$ cat config.mk
export PLATFORM = sky130hd
export DESIGN_NAME = spi_seq_config
export DESIGN_NICKNAME = d
export VERILOG_FILES = /design/src/rtl/spi_seq_config.sv
export SDC_FILE = /design/constraint.sdc
export NUM_CORES = 1
export LEC_CHECK = 0
export ABC_AREA = 1
export CAP_MARGIN = 20
export CELL_PAD_IN_SITES_DETAIL_PLACEMENT = 0
export CELL_PAD_IN_SITES_GLOBAL_PLACEMENT = 1
export CORE_MARGIN = 8
export CORE_UTILIZATION = 41
export DETAILED_ROUTE_END_ITERATION = 7
export PLACE_DENSITY = 0.86
export SYNTH_ARGS = -nofsm -noshare
export SYNTH_HDL_FRONTEND = slang
export SYNTH_SLANG_ARGS = --single-unit
export TNS_END_PERCENT = 50
$ cat constraint.sdc
create_clock -name clk -period 1.9 [get_ports clk]
set_clock_uncertainty 0.05 [all_clocks]
set_input_delay 0.475 -clock clk [delete_from_list [all_inputs] [get_ports clk]]
set_output_delay 0.475 -clock clk [all_outputs]
set_load 0.05 [all_outputs]
$ cat src/rtl/spi_seq_config.sv
// SPI register-sequence loader: shifts NUM_REGS table words LSB-first, with an LE latch and a settle wait after each frame.
// Optional readback verify of every register is enabled by defining SPI_SEQ_READBACK_EN.
module spi_seq_config #(
  parameter int DATA_W      = 32,
  parameter int NUM_REGS    = 11,
  parameter int CLK_DIV     = 4,
  parameter int LE_HIGH_CYC = 8,
  parameter int WAIT_CYC    = 600,
  parameter int IDX_W       = ($clog2(NUM_REGS) > 1) ? $clog2(NUM_REGS) : 1
) (
  input  logic              clk,
  input  logic              rst_n,
  input  logic              start,
  output logic [IDX_W-1:0]  cfg_idx,
  input  logic [DATA_W-1:0] cfg_data,
  output logic              spi_clk,
  output logic              spi_mosi,
  input  logic              spi_miso,
  output logic              spi_le,
  output logic              busy,
  output logic              done,
  output logic              err
);

  localparam int MAX_A = (CLK_DIV > LE_HIGH_CYC) ? CLK_DIV : LE_HIGH_CYC;
  localparam int MAX_C = (MAX_A > WAIT_CYC) ? MAX_A : WAIT_CYC;
  localparam int CNT_W = $clog2(MAX_C + 1);
  localparam int BIT_W = $clog2(DATA_W);
  localparam logic [IDX_W-1:0] LAST_IDX = IDX_W'(NUM_REGS - 1);

  typedef enum logic [3:0] {
    S_IDLE, S_LOAD, S_SHIFT, S_LATCH, S_WAIT, S_DONE
`ifdef SPI_SEQ_READBACK_EN
    , S_RD_CMD, S_RD_LATCH, S_RD_SHIFT, S_CHECK
`endif
  } state_t;

  state_t            r_state, w_state;
  logic [CNT_W-1:0]  r_cnt, w_cnt;
  logic [BIT_W-1:0]  r_bit, w_bit;
  logic [DATA_W-1:0] r_shift, w_shift;
  logic [IDX_W-1:0]  r_idx, w_idx;
  logic              r_sclk, w_sclk, r_mosi, w_mosi, r_le, w_le;
  logic              r_busy, w_busy, r_done, w_done;
  logic              w_wait_end, w_advance;
  logic              w_unused;

`ifdef SPI_SEQ_READBACK_EN
  logic [DATA_W-1:0] r_rx, w_rx, w_cmd;
  logic              r_err, w_err;
  assign w_cmd    = DATA_W'({cfg_data[3:0], 4'hE});
  assign err      = r_err;
  assign w_unused = r_rx[0];
`else
  assign err      = 1'b0;
  assign w_unused = spi_miso;
`endif

  always_comb begin
    w_state    = r_state;
    w_cnt      = r_cnt;
    w_bit      = r_bit;
    w_shift    = r_shift;
    w_idx      = r_idx;
    w_sclk     = r_sclk;
    w_mosi     = r_mosi;
    w_le       = r_le;
    w_busy     = r_busy;
    w_done     = r_done;
    w_wait_end = 1'b0;
    w_advance  = 1'b0;
`ifdef SPI_SEQ_READBACK_EN
    w_rx  = r_rx;
    w_err = r_err;
`endif
    case (r_state)
      S_IDLE, S_DONE: begin
        if (start) begin
          w_idx   = '0;
          w_done  = 1'b0;
          w_busy  = 1'b1;
          w_cnt   = '0;
          w_state = S_LOAD;
`ifdef SPI_SEQ_READBACK_EN
          w_err = 1'b0;
`endif
        end
      end
      S_LOAD: begin
        w_shift = cfg_data;
        w_mosi  = cfg_data[0];
        w_le    = 1'b0;
        w_cnt   = '0;
        w_bit   = '0;
        w_state = S_SHIFT;
      end
`ifdef SPI_SEQ_READBACK_EN
      S_SHIFT, S_RD_CMD, S_RD_SHIFT: begin
`else
      S_SHIFT: begin
`endif
        if (r_cnt != CNT_W'(CLK_DIV - 1)) begin
          w_cnt = r_cnt + 1'b1;
        end else begin
          w_cnt = '0;
          if (!r_sclk) begin
            w_sclk = 1'b1;
`ifdef SPI_SEQ_READBACK_EN
            if (r_state == S_RD_SHIFT) w_rx = {spi_miso, r_rx[DATA_W-1:1]};
`endif
          end else begin
            // Data only moves on the falling edge so the slave sees it stable at the rise.
            w_sclk = 1'b0;
            if (r_bit == BIT_W'(DATA_W - 1)) begin
              w_bit   = '0;
              w_mosi  = 1'b0;
              w_le    = 1'b1;
              w_state = S_LATCH;
`ifdef SPI_SEQ_READBACK_EN
              if (r_state == S_RD_CMD) w_state = S_RD_LATCH;
              else if (r_state == S_RD_SHIFT) w_state = S_CHECK;
`endif
            end else begin
              w_bit   = r_bit + 1'b1;
              w_shift = {r_shift[0], r_shift[DATA_W-1:1]};
              w_mosi  = r_shift[1];
            end
          end
        end
      end
      S_LATCH: begin
        if (r_cnt == CNT_W'(LE_HIGH_CYC - 1)) begin
          w_cnt = '0;
          if (WAIT_CYC == 0) w_wait_end = 1'b1;
          else w_state = S_WAIT;
        end else begin
          w_cnt = r_cnt + 1'b1;
        end
      end
      S_WAIT: begin
        if (r_cnt == CNT_W'(WAIT_CYC - 1)) begin
          w_cnt      = '0;
          w_wait_end = 1'b1;
        end else begin
          w_cnt = r_cnt + 1'b1;
        end
      end
`ifdef SPI_SEQ_READBACK_EN
      S_RD_LATCH: begin
        if (r_cnt == CNT_W'(LE_HIGH_CYC - 1)) begin
          w_cnt   = '0;
          w_shift = '0;
          w_mosi  = 1'b0;
          w_le    = 1'b0;
          w_bit   = '0;
          w_state = S_RD_SHIFT;
        end else begin
          w_cnt = r_cnt + 1'b1;
        end
      end
      S_CHECK: begin
        // The low nibble carries the chip's address field, so only the payload is compared.
        if (r_rx[DATA_W-1:4] != cfg_data[DATA_W-1:4]) w_err = 1'b1;
        w_advance = 1'b1;
      end
`endif
      default: w_state = S_IDLE;
    endcase

    if (w_wait_end) begin
`ifdef SPI_SEQ_READBACK_EN
      w_shift = w_cmd;
      w_mosi  = w_cmd[0];
      w_le    = 1'b0;
      w_bit   = '0;
      w_state = S_RD_CMD;
`else
      w_advance = 1'b1;
`endif
    end
    if (w_advance) begin
      if (r_idx == LAST_IDX) begin
        w_state = S_DONE;
        w_busy  = 1'b0;
        w_done  = 1'b1;
      end else begin
        w_idx   = r_idx + 1'b1;
        w_state = S_LOAD;
      end
    end
  end

  always_ff @(posedge clk or negedge rst_n) begin
    if (!rst_n) begin
      r_state <= S_IDLE;
      r_cnt   <= '0;
      r_bit   <= '0;
      r_shift <= '0;
      r_idx   <= '0;
      r_sclk  <= 1'b0;
      r_mosi  <= 1'b0;
      r_le    <= 1'b1;
      r_busy  <= 1'b0;
      r_done  <= 1'b0;
`ifdef SPI_SEQ_READBACK_EN
      r_rx    <= '0;
      r_err   <= 1'b0;
`endif
    end else begin
      r_state <= w_state;
      r_cnt   <= w_cnt;
      r_bit   <= w_bit;
      r_shift <= w_shift;
      r_idx   <= w_idx;
      r_sclk  <= w_sclk;
      r_mosi  <= w_mosi;
      r_le    <= w_le;
      r_busy  <= w_busy;
      r_done  <= w_done;
`ifdef SPI_SEQ_READBACK_EN
      r_rx    <= w_rx;
      r_err   <= w_err;
`endif
    end
  end

  assign cfg_idx  = r_idx;
  assign spi_clk  = r_sclk;
  assign spi_mosi = r_mosi;
  assign spi_le   = r_le;
  assign busy     = r_busy;
  assign done     = r_done;

endmodule

==> results of run 1 <==
-- synthesized netlist by cell type --
library cell	count	area [um^2]
nor2_4	1	11.3
buf_2	7	35.0
inv_1	35	131
xor2_1	5	43.8
nand3b_1	2	15.0
inv_2	2	7.51
mux2i_1	31	310
nand3_1	31	155
buf_4	5	37.5
nor2_1	29	109
nand4_1	5	31.3
nand2_2	2	12.5
dfrtp_1	58	1450
o21bai_1	3	22.5
a21oi_2	1	8.76
nor2_2	1	6.26
nor3_2	1	10.0
o21ai_0	16	80.1
nand2_1	100	375
a21oi_1	1	5.00
o211ai_1	4	30.0
dfstp_2	1	26.3
nand3_2	1	10.0
o21ai_1	31	155
conb_1	1	3.75
o31ai_1	1	7.51
nor3b_1	1	7.51
xnor2_1	1	8.76
ha_1	5	62.6
nor3_1	1	5.00
-- registers in the layout (all words and copies together), names as in the netlist --
name      flops
busy          1
cfg_idx       4
done          1
spi_clk       1
spi_le        1
spi_mosi      1
r_cnt        10
r_bit         5
r_state       3
r_shift      32
-- cells in the final DEF, fill, tap and decap left out, types with 3 or more instances in the layout --
cell and n:
clkbuf_8 11, o211ai_1 4, xor2_1 5, o21ai_0 16
inv_1 35, nor2_1 29, ha_1 3, dfrtp_1 58
nand2_1 100, mux2i_1 31, o21ai_1 31, buf_12 4
clkdlybuf4s50_1 33, nand3_1 30, nand4_1 5, o21bai_1 3
buf_4 24
-- worst max path at each step --
stage | from | to | slack, ns
floorplan | cfg_idx[0]$_DFF_PN0_ | cfg_idx[1]$_DFF_PN0_ | 0.24
global placement | start | r_cnt[4]$_DFFE_PN0P_ | 0.1
detailed placement | start | r_cnt[4]$_DFFE_PN0P_ | 0.08
CTS | r_state[2]$_DFFE_PN0P_ | r_shift[25]$_DFFE_PN0P_ | 0.07
global route | r_cnt[9]$_DFFE_PN0P_ | r_shift[9]$_DFFE_PN0P_ | 0.006
finish | r_cnt[6]$_DFFE_PN0P_ | r_shift[10]$_DFFE_PN0P_ | 0.17
-- metrics by stage --
step / total power, mW / hold slack, ns / area (um^2) / instances / utilization (%)
after floorplan: 3.91 / 0.129 / 3180 / 383 / -
after detailed placement: 4.69 / 0.388 / 3810 / 532 / 50.1
after global routing: 6.34 / 0.0430 / 4040 / 550 / 53.1
final: 5.85 / 0.0242 / 4040 / 550 / 53.1
after global placement: 4.61 / 0.384 / 3810 / 532 / 50.1
after CTS: 5.87 / 0.0275 / 4010 / 547 / 52.7
-- worst register-to-register path, cell delays in order (launching register included) --
cell and delay (ns):
dfrtp_1 0.42, inv_1 0.15, nand2_2 0.07, nor2_2 0.20, nand2_1 0.11, nand2_2 0.13
nand3_2 0.11, buf_12 0.19, nand2_1 0.12, o21ai_1 0.06
-- area by class of cell --
cell class	instances	area, um^2	area share (%)
Tap cell	102	128	3.16
Multi-Input combinational cell	275	1500	37.1
Clock inverter	4	50.0	1.24
Sequential cell	59	1480	36.6
Clock buffer	11	151	3.75
Inverter	37	139	3.44
Timing Repair Buffer	62	596	14.8
-- per-layer routing --
metal | share of wire [%] | global-route usage (%) | vias to the layer above
met3 | 4.9 | 4.58 | 7
met1 | 47 | 16.8 | 1230
met2 | 47 | 22.2 | 50
met4 | 1.0 | 4.76 | 0
li1 | - | - | 1377
met5 | 0 | 0 | -
-- what timing repair did --
action	4_1_cts	5_1_grt
endpoints found under the setup margin	0	34
hold endpoints to repair	0	0
buffers inserted	0	3
gates resized for setup	0	2
-- where the power goes --
part           leakage [nW]  switching [mW]  total [mW]  internal [mW]
Sequential            0.756           0.296        2.02           1.73
Clock                0.0974           0.496        1.16          0.668
Combinational          1.22            1.57        2.67           1.10
-- cells by family (layout without fill, tap and decap cells) --
group	count (synthesis)	count (layout)
DFF	59	59
AOI/OAI and AO/OA	57	57
adders and majority gates	5	5
and+or+nand+nor	175	175
other	1	1
buffers and inverters	49	114
muxes	31	31
xor gates and xnor gates	6	6
==> summary.txt, run 1 <==
Drt
  • Drt pass-1 iters: 4
  • Via/cell ratio: 4.84
  • Wire per inst: 12.9 um
  • Final ANT Viol Nets: 0
  • Via count: 2664
  • Total Wirelength: 7070 um
  • DR DRC count: 0
  • DR iter-0 viols: 69

Setup path
  • R2R cell count: 9
  • Logic depth of the worst path, buffers included: 9
  • WS Path Type: reg -> reg
  • CP Max Fanout: 63
  • Reg2reg setup slack: 0.17 ns
  • FF-to-FF Start: r_cnt[6]$_DFFE_PN0P_
  • Reg2reg end: r_shift[10]$_DFFE_PN0P_
  • Buf/Inv on CP: 2
  • CP delay by family, top: simple AND/OR/NAND/NOR gates
  • Crit path launch type: register
  • Crit end category: register
  • CP max stage cell: dfrtp_1
  • Crit-path cells: inv_1 -> nand2_2 -> nor2_2 -> nand2_1 -> nand2_2 -> nand3_2 -> buf_12 -> nand2_1 -> o21ai_1
  • Critical Path RT: 2.05 ns
  • CP peak stage delay: 0.42 ns
  • Critical Path AT: 1.89 ns

Synth
  • Seq cells post-synth: 59
  • Post-synthesis cell type count: 30
  • Seq/Total Area, Yosys: 46.5%
  • Synth warn: 0
  • Largest family of logic cells by synthesized area: simple AND/OR/NAND/NOR gates
  • Post-synthesis average cell area: 8.29 um^2
  • Post-Synth Adder-Cell Area: 1.97%
  • Post-Syn Area: 3180 um^2
  • XOR/XNOR share of the synthesized area: 1.65%
  • Simple logic cell fraction of the synthesized area: 23.6%
  • Syn Nets: 424
  • Compound-Gate Fraction of Synth Area: 9.73%
  • Mux contribution to synthesized area: 9.77%
  • Cell count after synthesis: 383

GRT
  • Vias in the first global route: 2763
  • All-Layer GR Usage: 13.8%
  • Global-route wire length before repair: 12500 um
  • GR Overflow Total: 0
  • Initial antenna violation count: 0
  • Largest net degree at the start of global routing: 64

CTS
  • Clk sinks: 59
  • CTS Buf Count: 9
  • H-tree depth: 3
  • Clk_lat worst skew: 0.33 ns
  • Hold buffers post-CTS: 0
  • Clk buf depth: 2
  • CTS tree: yes
  • Clk pin slew, worst setup/hold paths: 0.07 ns
  • Root buffer selected by CTS: clkbuf_8

Power and ir drop
  • Maximum ir drop on the vdd rail: 0.642 mV
  • PwrDens: 1450 nW/um^2
  • Leakage power: 2.07 nW

Timing
  • Setup TNS Final: 0 ns
  • Crit path time final: 1.73 ns
  • Crit share post-route: 91.3%
  • Slew Limit Fails: 0
  • Max frequency: 0.577 GHz
  • Final setup vio count: 0
  • Post-route setup slack: 0.166 ns
  • Final hold vios: 0
  • RSZ-0062 raised after global routing: no

Placement
  • Detailed placement HPWL: 5260 um
  • I/O Buffers: 43
  • Post-Place Setup Slack: 0.0840 ns
  • Global placer's final weighted congestion: 0.900

Layout
  • Nets@finish: 485
  • # diodes: 0
  • Fraction of layout cells with a size suffix above 1: 12.7%
  • P&R area growth vs syn: 27.1%
  • Number of fill cells: 737

Outcome
  • Outcome: completed

Floorplan
  • Die height: 104 um
  • Die width: 104 um
  • Full die area: 10800 um^2
  • Core ar.: 7610 um^2
  • Rows: 32
  • IO Pins: 46
  • Starting Density: 41.7%

Worst hold path
  • Hold Crit Class: in -> async

Job
  • Max Cap Viol: 0
(Power assumes the default switching activity.)
==> run 2: changes to the inputs <==
--- a/config.mk
+++ b/config.mk
@@ -12,6 +12,7 @@
 export CORE_MARGIN = 8
 export CORE_UTILIZATION = 41
 export DETAILED_ROUTE_END_ITERATION = 7
+export HOLD_SLACK_MARGIN = 0.15
 export PLACE_DENSITY = 0.86
 export SYNTH_ARGS = -nofsm -noshare
 export SYNTH_HDL_FRONTEND = slang
==> summary.txt, run 2 (same netlist as run 1, synthesis figures left out) <==
Power and ir drop
  • PwrDens: 1450 nW/um^2 (-0.23%)
  • Leakage power: 2.08 nW (+0.20%)
  • Maximum ir drop on the vdd rail: 0.642 mV (about the same)

Drt
  • Via/cell ratio: 4.84 (-0.11%)
  • Wire per inst: 12.8 um (about the same)
  • Total Wirelength: 7080 um (about the same)
  • Via count: 2666 (+0.075%)
  • DR DRC count: 0 (unchanged)
  • Drt pass-1 iters: 4 (unchanged)
  • Final ANT Viol Nets: 0 (unchanged)
  • DR iter-0 viols: 62 (-10%)

Layout
  • Fraction of layout cells with a size suffix above 1: 12.7% (-0.028 points)
  • Nets@finish: 486 (+0.21%)
  • P&R area growth vs syn: 27.5%
  • Most frequent cells in the layout: nand2_1 (100), dfrtp_1 (58), inv_1 (35)
  • # diodes: 0 (unchanged)
  • Most flops, register: r_shift
  • Number of fill cells: 736 (-0.14%)
  • Post-Layout Cell Count: 551 (+0.18%)
  • Most common cell after layout, fill and taps aside: nand2_1
  • Max reg flops: 32 (unchanged)
  • Largest regs: r_shift: 32 flops, r_cnt: 10 flops, r_bit: 5 flops

Worst hold path
  • Hold Crit Class: reg -> reg

Floorplan
  • Die width: 104 um (unchanged)
  • Rows: 32 (unchanged)
  • Starting Density: 41.7% (unchanged)
  • IO Pins: 46 (unchanged)
  • Die height: 104 um (unchanged)
  • Core ar.: 7610 um^2 (unchanged)
  • Full die area: 10800 um^2 (unchanged)

CTS
  • Clk sinks: 59 (unchanged)
  • CTS Buf Count: 9 (unchanged)
  • H-tree depth: 3 (unchanged)
  • CTS tree: yes
  • Clk_lat worst skew: 0.33 ns (about the same)
  • Root buffer selected by CTS: clkbuf_8
  • Clk buf depth: 2 (unchanged)
  • Clk pin slew, worst setup/hold paths: 0.07 ns (about the same)

Placement
  • I/O Buffers: 43 (unchanged)
  • Post-Place Setup Slack: 0.0840 ns (unchanged)
  • Detailed placement HPWL: 5260 um (unchanged)
  • Global placer's final weighted congestion: 0.900 (unchanged)
  • Inst Count DP: 532 (unchanged)

GRT
  • All-Layer GR Usage: 13.8% (about the same)
  • Initial antenna violation count: 0 (unchanged)
  • Vias in the first global route: 2766 (+0.11%)
  • GR Overflow Total: 0 (unchanged)
  • Global-route wire length before repair: 12500 um (+0.11%)
  • Largest net degree at the start of global routing: 64 (unchanged)

Setup path
  • Crit path launch type: register
  • Critical Path RT: 2.05 ns (about the same)
  • WS Path Type: reg -> reg
  • Critical Path AT: 1.89 ns (about the same)
  • CP Max Fanout: 63 (unchanged)
  • Crit end category: register

Timing
  • Setup TNS Final: 0 ns (unchanged)
  • Max frequency: 0.577 GHz (about the same)
  • Crit share post-route: 91.3% (about the same)
  • Post-route setup slack: 0.166 ns (-0.00000100 ns)
  • Crit path time final: 1.73 ns (+0.00000100 ns)
  • Slew Limit Fails: 0 (unchanged)
  • Final setup vio count: 0 (unchanged)
  • RSZ-0062 raised after global routing: no
  • Hold_ws: 0.439 ns (+0.415 ns)
  • Final hold vios: 0 (unchanged)

Outcome
  • Outcome: completed

Job
  • Max Cap Viol: 0 (unchanged)
## run 2: cell count changes in the layout (fill, tap and decap cells not counted)
cell | before | now
dlygate4sd3_1 | 0 | 1
## run 2: final cells by class
type	instances	area [um^2]	share of cell area, %
Sequential cell	59	1480	36.5
Timing Repair Buffer	63	606	15.0
Inverter	37	139	3.43
Multi-Input combinational cell	275	1500	37.0
Clock inverter	4	50.0	1.24
Tap cell	102	128	3.15
Clock buffer	11	151	3.74
## run 2: repair_timing
action,CTS,global route
endpoints found under the setup margin,0,34
resized for setup,0,2
hold buffers,1,0
buffers inserted,0,3
hold endpoints to repair,13,0
## run 2: worst max-delay path, stage by stage, from the launching register on
cell and delay (ns):
dfrtp_1 0.42, inv_1 0.15, nand2_2 0.06, nor2_2 0.20, nand2_1 0.11, nand2_2 0.13
nand3_2 0.11, buf_12 0.19, nand2_1 0.08, o21ai_1 0.06
## run 2: metal layers
layer	global-route usage, %	vias up	part of all wire [%]
li1	-	1379	-
met1	16.8	1230	47
met2	22.2	50	47
met3	4.58	7	4.9
met4	4.76	0	1.0
met5	0	-	0
## run 2: through the flow
stage | cell area, um^2 | utilization (%) | total power, mW
4_1_cts | 4020 | 52.8 | 5.87
3_5_place_dp | 3810 | 50.1 | 4.69
5_1_grt | 4050 | 53.2 | 6.34
6_report | 4050 | 53.2 | 5.85
2_1_floorplan | 3180 | - | 3.91
3_3_place_gp | 3810 | 50.1 | 4.61
## run 2: final timing paths
| path | slack, ns | cells after the start | from | endpoint |
|---|---|---|---|---|
| max | 0.17 | 9 | r_cnt[6]$_DFFE_PN0P_ | r_shift[10]$_DFFE_PN0P_ |
| min | 0.44 | 2 | r_shift[6]$_DFFE_PN0P_ | r_shift[6]$_DFFE_PN0P_ |
| max reg2reg | 0.17 | 9 | r_cnt[6]$_DFFE_PN0P_ | r_shift[10]$_DFFE_PN0P_ |
| min reg2reg | 0.44 | 2 | r_shift[6]$_DFFE_PN0P_ | r_shift[6]$_DFFE_PN0P_ |
| max in group asynchronous | 0.68 | 3 | rst_n | r_cnt[1]$_DFFE_PN0P_ |
| min in group asynchronous | 0.56 | 2 | rst_n | cfg_idx[0]$_DFF_PN0_ |
## run 2: power breakdown
group          leakage, nW  internal [mW]  switching (mW)
combinational         1.22           1.10            1.57
sequential           0.756           1.73           0.296
clock               0.0974          0.668           0.496
